**config.mk**
```make
export PLATFORM = sky130hd
export DESIGN_NAME = quad_step_decoder_flat
export DESIGN_NICKNAME = d
export VERILOG_FILES = /design/src/rtl/quad_step_if.sv /design/src/rtl/quad_step_decoder.sv /design/src/flat_wrapper.sv
export SDC_FILE = /design/constraint.sdc
export NUM_CORES = 1
export LEC_CHECK = 0
export BUFFER_PORTS_ARGS = -buffer_cell sky130_fd_sc_hd__buf_2
export CAP_MARGIN = 40
export CORE_UTILIZATION = 49
export DETAILED_ROUTE_END_ITERATION = 6
export GPL_ROUTABILITY_DRIVEN = 0
export PLACE_DENSITY = 0.73
export SLEW_MARGIN = 20
export SYNTH_ARGS = -nofsm -noshare
export SYNTH_HDL_FRONTEND = slang
export SYNTH_SLANG_ARGS = --single-unit
export TNS_END_PERCENT = 50
```
**constraint.sdc**
```tcl
create_clock -name clk -period 1.8 [get_ports clk]
set_clock_uncertainty 0.1 [all_clocks]
set_input_delay 0.27 -clock clk [delete_from_list [all_inputs] [get_ports clk]]
set_output_delay 0.27 -clock clk [all_outputs]
set_load 0.005 [all_outputs]
```
**src/rtl/quad_step_if.sv**
```systemverilog
// Bus between a quadrature step source and its decoder: phase inputs and clear in,
// position/direction/status out.
interface quad_step_if #(
  parameter int WIDTH = 4
);
  logic             phase_a;
  logic             phase_b;
  logic             clear;
  logic [WIDTH-1:0] count;
  logic             updown;
  logic             step;
  logic             err;

  modport master (
    output phase_a, phase_b, clear,
    input  count, updown, step, err
  );

  modport slave (
    input  phase_a, phase_b, clear,
    output count, updown, step, err
  );
endinterface

```
**src/rtl/quad_step_decoder.sv**
```systemverilog
// Quadrature step decoder: synchronises phase A/B, classifies Gray-code transitions
// and drives a modulo-2**WIDTH up/down position counter with a sticky error flag.
module quad_step_decoder #(
  parameter int WIDTH       = 4,
  parameter int SYNC_STAGES = 2
) (
  input  logic        clk,
  input  logic        reset,
  quad_step_if.slave  bus
);

  typedef enum logic {ST_INIT, ST_RUN} state_t;

  logic [SYNC_STAGES-1:0] a_sync_reg;
  logic [SYNC_STAGES-1:0] b_sync_reg;

  state_t           state_reg, state_next;
  logic [2:0]       flush_reg, flush_next;
  logic [1:0]       prev_reg, prev_next;
  logic [WIDTH-1:0] count_reg, count_next;
  logic             updown_reg, updown_next;
  logic             step_reg, step_next;
  logic             err_reg, err_next;

  logic [1:0] s;
  logic [1:0] s_incoming;

  genvar gi;
  generate
    for (gi = 0; gi < SYNC_STAGES; gi++) begin : g_sync
      always_ff @(posedge clk or negedge reset) begin
        if (!reset) begin
          a_sync_reg[gi] <= 1'b0;
          b_sync_reg[gi] <= 1'b0;
        end else if (gi == 0) begin
          a_sync_reg[gi] <= bus.phase_a;
          b_sync_reg[gi] <= bus.phase_b;
        end else begin
          a_sync_reg[gi] <= a_sync_reg[gi-1];
          b_sync_reg[gi] <= b_sync_reg[gi-1];
        end
      end
    end
  endgenerate

  assign s = {a_sync_reg[SYNC_STAGES-1], b_sync_reg[SYNC_STAGES-1]};
  // The value s takes after this edge; on the last flush cycle the chain output
  // still holds reset zeros, so the reference is taken one stage earlier.
  assign s_incoming = {a_sync_reg[SYNC_STAGES-2], b_sync_reg[SYNC_STAGES-2]};

  // Forward Gray sequence 00->01->11->10->00
  function automatic logic [1:0] gray_fwd(input logic [1:0] p);
    case (p)
      2'b00:   gray_fwd = 2'b01;
      2'b01:   gray_fwd = 2'b11;
      2'b11:   gray_fwd = 2'b10;
      default: gray_fwd = 2'b00;
    endcase
  endfunction

  always_comb begin
    state_next  = state_reg;
    flush_next  = flush_reg;
    prev_next   = prev_reg;
    count_next  = count_reg;
    updown_next = updown_reg;
    step_next   = 1'b0;
    err_next    = err_reg;

    case (state_reg)
      ST_INIT: begin
        flush_next = flush_reg + 3'd1;
        if (flush_reg == 3'(SYNC_STAGES - 1)) begin
          prev_next  = s_incoming;
          flush_next = '0;
          state_next = ST_RUN;
        end
      end
      default: begin
        prev_next = s;
        if (bus.clear) begin
          count_next = '0;
          err_next   = 1'b0;
        end else if (s == prev_reg) begin
          count_next = count_reg;
        end else if (s == gray_fwd(prev_reg)) begin
          count_next  = count_reg + 1'b1;
          updown_next = 1'b1;
          step_next   = 1'b1;
        end else if (gray_fwd(s) == prev_reg) begin
          count_next  = count_reg - 1'b1;
          updown_next = 1'b0;
          step_next   = 1'b1;
        end else begin
          err_next = 1'b1;
        end
      end
    endcase
  end

  always_ff @(posedge clk or negedge reset) begin
    if (!reset) begin
      state_reg  <= ST_INIT;
      flush_reg  <= '0;
      prev_reg   <= 2'b00;
      count_reg  <= '0;
      updown_reg <= 1'b1;
      step_reg   <= 1'b0;
      err_reg    <= 1'b0;
    end else begin
      state_reg  <= state_next;
      flush_reg  <= flush_next;
      prev_reg   <= prev_next;
      count_reg  <= count_next;
      updown_reg <= updown_next;
      step_reg   <= step_next;
      err_reg    <= err_next;
    end
  end

  assign bus.count  = count_reg;
  assign bus.updown = updown_reg;
  assign bus.step   = step_reg;
  assign bus.err    = err_reg;

endmodule
```
**src/flat_wrapper.sv**
```systemverilog
// flat-port wrapper written by rule: the top's interface ports become plain ports
module quad_step_decoder_flat 
#(
  parameter int WIDTH       = 4,
  parameter int SYNC_STAGES = 2
)
  (clk, reset, bus_phase_a, bus_phase_b, bus_clear, bus_count, bus_updown, bus_step, bus_err);
  quad_step_if #(.WIDTH(WIDTH)) bus_i ();
  input  logic clk;
  input  logic reset;
  input wire logic [$bits(bus_i.phase_a)-1:0] bus_phase_a;
  input wire logic [$bits(bus_i.phase_b)-1:0] bus_phase_b;
  input wire logic [$bits(bus_i.clear)-1:0] bus_clear;
  output wire logic [$bits(bus_i.count)-1:0] bus_count;
  output wire logic [$bits(bus_i.updown)-1:0] bus_updown;
  output wire logic [$bits(bus_i.step)-1:0] bus_step;
  output wire logic [$bits(bus_i.err)-1:0] bus_err;
  assign bus_i.phase_a = bus_phase_a;
  assign bus_i.phase_b = bus_phase_b;
  assign bus_i.clear = bus_clear;
  assign bus_count = bus_i.count;
  assign bus_updown = bus_i.updown;
  assign bus_step = bus_i.step;
  assign bus_err = bus_i.err;
  quad_step_decoder #(.WIDTH(WIDTH), .SYNC_STAGES(SYNC_STAGES)) u_core (.clk(clk), .reset(reset), .bus(bus_i));
endmodule
```
==> Implementation_results.wiki <==
{| class="wikitable"
! Metric !! Value
|-
| Largest fanout of any net on the critical path || 4
|-
| Ports || 12
|-
| Actual transition at the worst max-transition pin || about 0.5 ns
|-
| Initial antenna violation count || 0
|-
| Final worst setup slack || -0.137 ns
|-
| Met1 WL || ~830 um
|-
| Yosys warnings || 0
|-
| Root Driver || sky130_fd_sc_hd__clkbuf_4
|-
| Number of port buffers || 11
|-
| Die Height || ~44 um
|-
| Via density per instance || ~5.6
|-
| Drt total wl || 1810 um
|-
| Uppermost layer routed || met4
|-
| Tmin final || a little under 2 ns
|-
| Post-layout net count || about 120
|-
| Layout cell share with drive strength beyond 1 || 0.407
|-
| Clock transition time at the flip-flop clock pins of the worst setup and hold paths || 0.11 ns
|-
| Main combinational cell family by area after synthesis || simple AND/OR/NAND/NOR gates
|-
| Met3 WL || 55 um
|-
| Total die area || 1910 um2
|-
| Endpoint type of the worst setup path || flop
|-
| Unrepaired setup endpoints after global routing || yes
|-
| Yosys reg bits || 17
|-
| Fraction of the mapped netlist area in adder cells || 0.0294
|-
| Compound-Gate Fraction of Synth Area || 0.124
|-
| Hold Violations, Final || 0
|-
| First-pass iteration count of the detailed router || 6
|-
| Post-Place Cell Area || between 1000 and 1500 um2
|-
| Failing checks || DRC, setup timing
|-
| Summed area of non-filler cells in the final layout || around 1100 um2
|-
| Buffer depth of the longest clock path || 2
|-
| Post-route non-filler standard cell count || approximately 120
|-
| Number of nets still failing antenna checks after routing || 0
|-
| WL per Instance || around 15 um
|-
| GRT Overall Usage || 0.202
|-
| Maximum number of pins on one net before global-route repair || 18
|-
| Number of CTS-inserted buffers || 3
|-
| Synthesized netlist net count || 87
|-
| Area of the mapped netlist || 851 um2
|-
| Synth Area per Inst || approximately 11 um2
|-
| Wire length of the first global-routing pass || between 2000 and 3000 um
|-
| Crit start category || flop
|-
| Largest vdd supply drop || approximately 0.69 mV
|-
| Number of vias after detailed routing || 691
|-
| Layout area overhead || 34.6%
|-
| Most common library cell in the layout ignoring fill and taps || sky130_fd_sc_hd__dfrtp_1
|-
| Register area share after synthesis || 0.501
|-
| Cell Pwr Density || 934 nW/um2
|-
| Required @ worst endpoint || between 1.5 and 2 ns
|-
| Clk_lat worst skew || roughly 0.3 ns
|-
| Xor and xnor fraction of the mapped netlist area || 0.112
|-
| Starting DRC count in detailed routing || 4
|-
| Outcome || finished with violations
|-
| Post-synth cell types || 29
|-
| Clock net sink count || 17
|-
| Number of DRC violations after detailed routing || 1
|-
| Smallest hold slack || slightly above 0.07 ns
|-
| Setup Crit Path Kind || reg2reg
|-
| Hold WC Path Type || in2reg
|-
| Clock tree from TritonCTS || built
|-
| Basic-gate share of the synthesized area counting and, or, nand and nor cells || 0.138
|-
| CORE AREA || approximately 1600 um2
|-
| Final number of max-transition violations || 0
|-
| Pre-CTS setup slack || -0.170 ns
|-
| Worst path arrival time || ~2.1 ns
|-
| Via count of the first global-routing pass || 643
|-
| Number of maximum-capacitance violations || 0
|-
| Final standard cell utilization of the core || 0.734
|-
| Max Clock Freq || a little over 0.5 GHz
|-
| Antenna cells || 0
|-
| Multiplexer fraction of the synthesized cell area || 0.0647
|-
| Die extent in x || 43.7 um
|-
| Count of final setup violators || 2
|-
| Number of standard-cell rows in the floorplan || 14
|-
| Starting density of the core || 0.546
|-
| Cells after Synth || 80
|-
| Most used cells in the layout excluding fill and tap cells || sky130_fd_sc_hd__dfrtp_1 (14), sky130_fd_sc_hd__buf_2 (11), sky130_fd_sc_hd__buf_4 (11), sky130_fd_sc_hd__inv_1 (5), sky130_fd_sc_hd__nand2_1 (5)
|-
| Max-slew headroom at the worst pin || 0.673
|-
| Final period util || 1.08
|-
| Total global routing overflow || 0
|-
| DR WL met2 || just under 900 um
|-
| CTS H-tree lvls || 1
|-
| Total instance count after detailed placement || between 100 and 150
|-
| Flip-flop count of the largest register, all copies and words added || 4
|-
| Leakage || between 0.5 and 0.6 nW
|-
| Register-to-register path setup slack || -0.14 ns
|}
==> logic make-up after synthesis <==
kind of cell	count (synthesis)
AND/OR/NAND/NOR	23
flip-flops	17
AO/OA/AOI/OAI	16
XOR/XNOR	10
buffers and inverters	7
multiplexers	5
adder cells (fa/ha/maj)	2
==> metrics by stage <==
step                      TNS (ns)  power [mW]
after global placement      -0.114       0.770
after detailed placement    -0.245       0.780
final                       -0.263        1.07
after floorplan            -0.0205       0.670
after CTS                   -0.264        1.01
after global routing        -0.486        1.13
==> worst max-delay path: stages, from the launching register on <==
cell and delay [ns]:
sky130_fd_sc_hd__dfrtp_2 0.46, sky130_fd_sc_hd__xor2_2 0.20, sky130_fd_sc_hd__nor2_2 0.15, sky130_fd_sc_hd__inv_2 0.06
sky130_fd_sc_hd__ha_4 0.29, sky130_fd_sc_hd__nand3_1 0.10, sky130_fd_sc_hd__or4_4 0.45, sky130_fd_sc_hd__nand3_2 0.08
==> layout make-up <==
class | instances | area (um2)
Tap cell | 16 | 20.0
Inverter | 6 | 22.5
Multi-Input combinational cell | 56 | 475
Clock inverter | 1 | 7.51
Timing Repair Buffer | 25 | 168
Sequential cell | 17 | 429
Fill cell | 114 | 414
Clock buffer | 3 | 22.5
==> report_power, final <==
part           switching, mW  total (mW)  internal, mW
Combinational          0.169       0.367         0.198
Clock                  0.136       0.221        0.0848
Sequential            0.0525       0.481         0.429
==> layer usage <==
| metal | track usage | vias up |
|---|---|---|
| li1 | - | 332 |
| met1 | 0.251 | 331 |
| met2 | 0.316 | 21 |
| met3 | 0.0250 | 7 |
| met4 | 0.163 | 0 |
| met5 | 0 | - |
==> cell usage after synthesis <==
library cell                 n  area (um2)
sky130_fd_sc_hd__xnor2_1     6        52.6
sky130_fd_sc_hd__nor3b_1     1        7.51
sky130_fd_sc_hd__mux2i_1     4        40.0
sky130_fd_sc_hd__or4_1       1        7.51
sky130_fd_sc_hd__clkbuf_1    1        3.75
sky130_fd_sc_hd__o221ai_1    1        8.76
sky130_fd_sc_hd__a31oi_1     3        18.8
sky130_fd_sc_hd__nor2b_1     2        12.5
sky130_fd_sc_hd__nand3_1     2        10.0
sky130_fd_sc_hd__nand2b_1    3        18.8
sky130_fd_sc_hd__nand2_1     5        18.8
sky130_fd_sc_hd__nor2_1      5        18.8
sky130_fd_sc_hd__o211ai_1    2        15.0
sky130_fd_sc_hd__nand3b_1    1        7.51
sky130_fd_sc_hd__xor2_2      1        16.3
sky130_fd_sc_hd__o21ai_0     3        15.0
sky130_fd_sc_hd__nor3_1      2        10.0
sky130_fd_sc_hd__mux2_4      1        15.0
sky130_fd_sc_hd__a211oi_1    1        7.51
sky130_fd_sc_hd__xor2_1      3        26.3
sky130_fd_sc_hd__ha_1        2        25.0
sky130_fd_sc_hd__o2bb2ai_1   1        8.76
sky130_fd_sc_hd__dfrtp_1    16         400
sky130_fd_sc_hd__o22ai_1     1        6.26
sky130_fd_sc_hd__inv_1       6        22.5
sky130_fd_sc_hd__or2_2       1        6.26
sky130_fd_sc_hd__dfstp_2     1        26.3
sky130_fd_sc_hd__a21oi_1     2        10.0
sky130_fd_sc_hd__o21a_1      2        15.0
==> path summary, 6_finish.rpt <==
path | cells past startpoint | startpoint | endpoint
max | 7 | u_core.a_sync_reg[1] | u_core.bus.count[2]
min | 2 | bus_clear | u_core.bus.err
max reg2reg | 7 | u_core.a_sync_reg[1] | u_core.bus.count[2]
min reg2reg | 0 | u_core.b_sync_reg[0] | u_core.b_sync_reg[1]
max in group asynchronous | 2 | reset | u_core.bus.updown
min in group asynchronous | 2 | reset | u_core.flush_reg[2]
==> repair_timing <==
action / 4_1_cts / 5_1_grt
pin swaps: 0 / 8
endpoints found under the hold margin: 18 / 0
hold buffers: 3 / 0
gates resized for setup: 1 / 12
buffers inserted: 0 / 1
setup endpoints to repair: 4 / 5
(Power assumes the default switching activity.)
